$ cat config.mk
export PLATFORM = sky130hd
export DESIGN_NAME = keypad_scan_ctrl
export DESIGN_NICKNAME = d
export VERILOG_FILES = /design/src/rtl/keypad_pkg.sv /design/src/rtl/keypad_row_driver.sv /design/src/rtl/keypad_scan_ctrl.sv
export SDC_FILE = /design/constraint.sdc
export NUM_CORES = 1
export LEC_CHECK = 0
export CAP_MARGIN = 0
export CORE_ASPECT_RATIO = 2
export CORE_MARGIN = 3
export CORE_UTILIZATION = 35
export CTS_CLUSTER_DIAMETER = 100
export DETAILED_ROUTE_END_ITERATION = 7
export GPL_TIMING_DRIVEN = 0
export PLACE_DENSITY_LB_ADDON = 0.08
export SETUP_SLACK_MARGIN = 0.5
export SLEW_MARGIN = 20
export SYNTH_ARGS = -nofsm -noshare
export SYNTH_HDL_FRONTEND = slang
export SYNTH_SLANG_ARGS = --single-unit
$ cat constraint.sdc
create_clock -name clk_1 -period 2.5 [get_ports clk_1]
set_input_delay 0.5 -clock clk_1 [delete_from_list [all_inputs] [get_ports clk_1]]
set_output_delay 0.5 -clock clk_1 [all_outputs]
set_load 0.02 [all_outputs]
$ cat src/rtl/keypad_pkg.sv
// Shared types and helpers for the 4x4 keypad scan controller.
package keypad_pkg;

    typedef enum logic [1:0] {
        StScan,
        StDebounce,
        StPresent,
        StRelease
    } keypad_state_e;

    localparam logic [3:0] ROW_IDLE_INIT = 4'b1000;

    // Key-code layout: row index in [3:2], column index in [1:0].
    localparam int unsigned KEY_ROW_LSB = 2;
    localparam int unsigned KEY_COL_LSB = 0;

    function automatic logic [3:0] make_key_code(input logic [1:0] row, input logic [1:0] col);
        logic [3:0] code;
        code = '0;
        code[KEY_ROW_LSB +: 2] = row;
        code[KEY_COL_LSB +: 2] = col;
        return code;
    endfunction

    function automatic logic [1:0] lowest_col(input logic [3:0] cols);
        logic [1:0] idx;
        idx = '0;
        for (int i = 3; i >= 0; i--) begin
            if (cols[i]) begin
                idx = 2'(i);
            end
        end
        return idx;
    endfunction

endpackage

$ cat src/rtl/keypad_row_driver.sv
// One-hot row rotation with a per-row dwell counter; strobes the last dwell cycle of each row.
module keypad_row_driver
    import keypad_pkg::*;
#(
    parameter int unsigned SCAN_DIV = 1000
) (
    input  logic       clk_1,
    input  logic       rst,
    output logic [3:0] rows,
    output logic [1:0] row_idx,
    output logic       sample,
    output logic       frame_end
);

    localparam int unsigned CntW = $clog2(SCAN_DIV);
    localparam logic [CntW-1:0] CntLast = CntW'(SCAN_DIV - 1);

    logic [CntW-1:0] dwell_q, dwell_d;
    logic [1:0]      row_idx_q, row_idx_d;

    always_comb begin
        sample    = (dwell_q == CntLast);
        dwell_d   = sample ? '0 : dwell_q + CntW'(1);
        row_idx_d = sample ? row_idx_q + 2'd1 : row_idx_q;
        frame_end = sample && (row_idx_q == 2'd3);
    end

    always_ff @(posedge clk_1) begin
        if (rst) begin
            dwell_q   <= '0;
            row_idx_q <= 2'd0;
        end else begin
            dwell_q   <= dwell_d;
            row_idx_q <= row_idx_d;
        end
    end

    assign rows    = ROW_IDLE_INIT >> row_idx_q;
    assign row_idx = row_idx_q;

endmodule

$ cat src/rtl/keypad_scan_ctrl.sv
// 4x4 keypad scanner: frame-level debounce and one valid/ready emission per press.
// Define KEYPAD_REPEAT_EN to re-emit a held key every REPEAT_SCANS frames.
module keypad_scan_ctrl
    import keypad_pkg::*;
#(
    parameter int unsigned SCAN_DIV       = 1000,
    parameter int unsigned DEBOUNCE_SCANS = 4,
    parameter int unsigned REPEAT_SCANS   = 64
) (
    input  logic       clk_1,
    input  logic       rst,
    input  logic [3:0] cols,
    output logic [3:0] rows,
    output logic       key_valid,
    output logic [3:0] key_code,
    input  logic       key_ready,
    output logic       busy
);

    localparam int unsigned MatchW = $clog2(DEBOUNCE_SCANS + 1);

    logic [1:0] row_idx;
    logic       sample;
    logic       frame_end;

    keypad_row_driver #(
        .SCAN_DIV (SCAN_DIV)
    ) u_row_driver (
        .clk_1     (clk_1),
        .rst       (rst),
        .rows      (rows),
        .row_idx   (row_idx),
        .sample    (sample),
        .frame_end (frame_end)
    );

    keypad_state_e     state_q, state_d;
    logic [3:0]        cand_q, cand_d;
    logic [MatchW-1:0] match_q, match_d;
    logic              acc_hit_q, acc_hit_d;
    logic [3:0]        acc_code_q, acc_code_d;
    logic              row_hit;
    logic [3:0]        row_code;
    logic              frame_hit;
    logic [3:0]        frame_code;

`ifdef KEYPAD_REPEAT_EN
    localparam int unsigned RepW = $clog2(REPEAT_SCANS + 1);
    logic [RepW-1:0] rep_q, rep_d;
`else
    logic unused_repeat_cfg;
    assign unused_repeat_cfg = (REPEAT_SCANS != 0);
`endif

    // Frame accumulator keeps the first hit of rows 0..2; row 3 is merged at frame end.
    always_comb begin
        row_hit    = |cols;
        row_code   = make_key_code(row_idx, lowest_col(cols));
        acc_hit_d  = acc_hit_q;
        acc_code_d = acc_code_q;
        if (sample && (row_idx == 2'd0 || !acc_hit_q)) begin
            acc_hit_d  = row_hit;
            acc_code_d = row_code;
        end
        frame_hit  = acc_hit_q || row_hit;
        frame_code = acc_hit_q ? acc_code_q : row_code;
    end

    always_comb begin
        state_d = state_q;
        cand_d  = cand_q;
        match_d = match_q;
`ifdef KEYPAD_REPEAT_EN
        rep_d   = rep_q;
`endif
        unique case (state_q)
            StScan: begin
                if (frame_end && frame_hit) begin
                    cand_d  = frame_code;
                    match_d = MatchW'(1);
                    state_d = (DEBOUNCE_SCANS == 1) ? StPresent : StDebounce;
                end
            end
            StDebounce: begin
                if (frame_end) begin
                    if (frame_hit && frame_code == cand_q) begin
                        match_d = match_q + MatchW'(1);
                        if (match_d == MatchW'(DEBOUNCE_SCANS)) begin
                            state_d = StPresent;
                        end
                    end else begin
                        match_d = '0;
                        state_d = StScan;
                    end
                end
            end
            StPresent: begin
`ifdef KEYPAD_REPEAT_EN
                rep_d = '0;
`endif
                if (key_ready) begin
                    state_d = StRelease;
                end
            end
            StRelease: begin
                if (frame_end) begin
                    if (!frame_hit) begin
                        state_d = StScan;
`ifdef KEYPAD_REPEAT_EN
                        rep_d   = '0;
                    end else if (frame_code == cand_q) begin
                        if (rep_q + RepW'(1) == RepW'(REPEAT_SCANS)) begin
                            rep_d   = '0;
                            state_d = StPresent;
                        end else begin
                            rep_d = rep_q + RepW'(1);
                        end
                    end else begin
                        rep_d = '0;
`endif
                    end
                end
            end
            default: state_d = StScan;
        endcase
    end

    always_ff @(posedge clk_1) begin
        if (rst) begin
            state_q    <= StScan;
            cand_q     <= '0;
            match_q    <= '0;
            acc_hit_q  <= 1'b0;
            acc_code_q <= '0;
`ifdef KEYPAD_REPEAT_EN
            rep_q      <= '0;
`endif
        end else begin
            state_q    <= state_d;
            cand_q     <= cand_d;
            match_q    <= match_d;
            acc_hit_q  <= acc_hit_d;
            acc_code_q <= acc_code_d;
`ifdef KEYPAD_REPEAT_EN
            rep_q      <= rep_d;
`endif
        end
    end

    assign key_valid = (state_q == StPresent);
    assign key_code  = cand_q;
    assign busy      = (state_q != StScan);

endmodule

==> flow_summary.json <==
{
  "status": "completed",
  "power.share.switching": 0.2232,
  "die_w_um": 50.42,
  "hold_path_class": "flop to flop",
  "synth_xor_area_frac": 0.06341,
  "fin_crit_sh": 0.8009,
  "dp_hpwl_um": 2307,
  "postSynthCellCount": 156,
  "wl_met2_um": 1767,
  "crit_type": "flop to flop",
  "antenna_found_initial": 0,
  "seq_power_share": 0.597,
  "nets": 201,
  "yosysTopAreaCell": "dfxtp_1",
  "synth_ff_type": "dfxtp_1",
  "io-pin-count": 17,
  "clock-root-buffer": "clkbuf_8",
  "viasPerCell": 5.026,
  "cts.sinks": 26,
  "numPlacedInstances": 221,
  "rsz0062_at_grt": "yes",
  "synth_top_area_frac": 0.3768,
  "slew_viol_final": 0,
  "synth_edf_count": 0,
  "syn_area_mm2": 0.001381,
  "peakVddDrop_v": 0.0003254,
  "synth_fa_ha_area_frac": 0.06341,
  "grt_pass1_wl_um": 4905,
  "wl_met1_um": 1155,
  "synth_common_cells": "29 x nor2_1, 26 x dfxtp_1, 10 x a21oi_1",
  "grt_usage": 0.1334,
  "grt-ovfl-total": 0,
  "hold_viol": 0,
  "drcViolationCount": 0,
  "cts_max_path_buffers": 2,
  "tightest_slew_ns": 0.4328,
  "synth_fp_nets": 170,
  "port_buffers": 16,
  "yosysMostFrequentCell": "nor2_1",
  "setup_violations": 0,
  "grt_max_degree": 14,
  "worstSetupStartpointType": "flop",
  "drive_gt1_frac": 0.2432,
  "synthToLayoutAreaGrowth_pct": 30.43,
  "synthArstFlopShare": 0,
  "slew_headroom": 0.7093,
  "yosysWarnings": 0,
  "critPathArrivalTime_ns": 2.21,
  "synth_top_family_by_area": "simple AND/OR/NAND/NOR gates",
  "fmax_ghz": 0.4994,
  "ant_nets": 0,
  "period_minus_slack_ns": 2.002,
  "stdcell_count": 234,
  "met3WireLength_um": 60,
  "p_switching_uw": 157.8,
  "finClkSkew_ns": 0.003688,
  "rows": 31,
  "dieArea_mm2": 0.004782,
  "cp_max_fo": 6,
  "internal-power_uw": 549.2,
  "clk_pin_slew_ns": 0.09,
  "first_global_vias": 1125,
  "firstDrtPassIters": 4,
  "start_util": 0.3710,
  "pwr-share-clk": 0.330,
  "highest_layer": "met4",
  "cts_tree": "yes",
  "maxCapViolCount": 0,
  "post_synth.cell_area_avg_um2": 8.855,
  "die_y_um": 94.85,
  "htreeDepth": 1,
  "cts-buffers-inserted": 3,
  "synth-compound-area-share": 0.1440,
  "antenna_cells": 0,
  "leakage_uw": 0.0007179,
  "critPathCaptureType": "flop",
  "fin_area_mm2": 0.001802,
  "holdWs_ns": 0.4758,
  "ys_top_cells_by_area": "dfxtp_1 38%, nor2_1 7.9%, ha_1 6.3%, xor2_1 4.4%, a21oi_1 3.6%",
  "muxShareOfSynthArea": 0.02899,
  "synth_cell_types": 40,
  "routed_wl_um": 3043,
  "crit_required_ns": 2.70,
  "insertion_delay_ns": 0.26,
  "synth-simple-area-share": 0.2717,
  "post_drt_wl_per_cell_um": 13.00,
  "drtIter0Drc": 13,
  "postCtsHoldBufs": 0,
  "gp_congestion": 0.7046,
  "yosysSeqAreaShare": 0.3768,
  "num_vias": 1176,
  "fill_cells": 384,
  "share_comb_of_total_power": 0.072,
  "coreArea_mm2": 0.003724,
  "placed_area_mm2": 0.001603,
  "powerDensity_mw_per_mm2": 392.4,
  "ys_ff_latch": 26
}
-- power groups by stage --
stage | clock, µW | sequential (µW) | combinational (µW)
floorplan | 0 | 431 | 25.2
global placement | 0 | 432 | 41.9
detailed placement | 0 | 432 | 43.2
CTS | 241 | 423 | 50.5
global route | 254 | 423 | 56.7
finish | 234 | 422 | 51.1
-- sequential cells by signal, summed over array words and instances, names as in the netlist, named ones only --
register and flops:
acc_code_q 4, acc_hit_q 1, u_row_driver.dwell_q 10, state_q 1, key_code 4, u_row_driver.row_idx 2
match_q 3
-- layout by cell type (no fill, tap or decap), types with 2 or more instances in the layout --
cell              n
nand3b_1          2
nor2_1           27
clkbuf_2          2
xnor2_1           3
inv_1             7
xor2_1            6
ha_1              7
o21ai_0           4
nor4_4            3
mux2i_1           3
dlygate4sd2_1     7
nand2_1           9
nand3_1           4
a22oi_1           2
and3_1            2
clkbuf_8          3
a21oi_1           9
dfxtp_1          22
dfxtp_2           4
a211oi_1          6
nand2b_4          2
nor2b_1           2
or2_2             2
clkdlybuf4s50_1   6
buf_6             2
buf_4            11
-- layout make-up --
class,instances,area [µm²],area share
Buffer,5,48.80,0.02708
Clock buffer,3,41.29,0.02292
Inverter,7,26.28,0.01458
Multi-Input combinational cell,118,879.6,0.4882
Sequential cell,26,525.5,0.2917
Tap cell,49,61.31,0.03403
Timing Repair Buffer,26,219.0,0.1215
-- through the flow --
step	setup TNS [ns]	worst slack, ns	utilization	total power [µW]
2_1_floorplan	0	0.5688	-	456.3
3_3_place_gp	-0.3158	-0.1450	0.4304	473.9
3_5_place_dp	-0.5052	-0.1951	0.4304	475.6
4_1_cts	0	0.5016	0.4714	714.3
5_1_grt	0	0.4115	0.4839	733.3
6_report	0	0.4977	0.4839	707.0
-- critical path: stages, from the launching register on --
cell and delay (ns):
dfxtp_2 0.36, buf_8 0.12, mux2i_4 0.24, xor2_1 0.17, o211ai_1 0.15, buf_4 0.17, nor4_4 0.32, buf_4 0.18
nand4_1 0.07, a21oi_1 0.15
-- final timing paths --
| path | start | endpoint | slack [ns] | depth (start not counted) |
|---|---|---|---|---|
| setup / recovery | acc_hit_q | match_q[1] | 0.50 | 9 |
| hold / removal | u_row_driver.dwell_q[0] | u_row_driver.dwell_q[0] | 0.48 | 1 |
| setup reg to reg | acc_hit_q | match_q[1] | 0.50 | 9 |
| hold reg to reg | u_row_driver.dwell_q[0] | u_row_driver.dwell_q[0] | 0.48 | 1 |
-- kinds of logic (layout without fill, tap and decap cells) --
kind of cell,count (synthesis),after routing
AND/OR/NAND/NOR,67,67
buffers and inverters,12,41
AO/OA/AOI/OAI,30,30
flip-flops,26,26
adder cells (fa/ha/maj),7,7
multiplexers,4,4
XOR/XNOR,10,10
-- per-layer routing --
metal	track usage	vias to the layer above
li1	-	603
met2	0.2664	12
met4	0.05843	0
met1	0.1278	557
met5	0	-
met3	0.02054	4
-- what timing repair did --
action | CTS | global route
pin swaps | 10 | 9
setup endpoints to repair | 25 | 5
hold endpoints to repair | 0 | 0
setup buffers | 7 | 3
resized for setup | 22 | 12
Note: power is estimated with default switching activity, not from simulation.
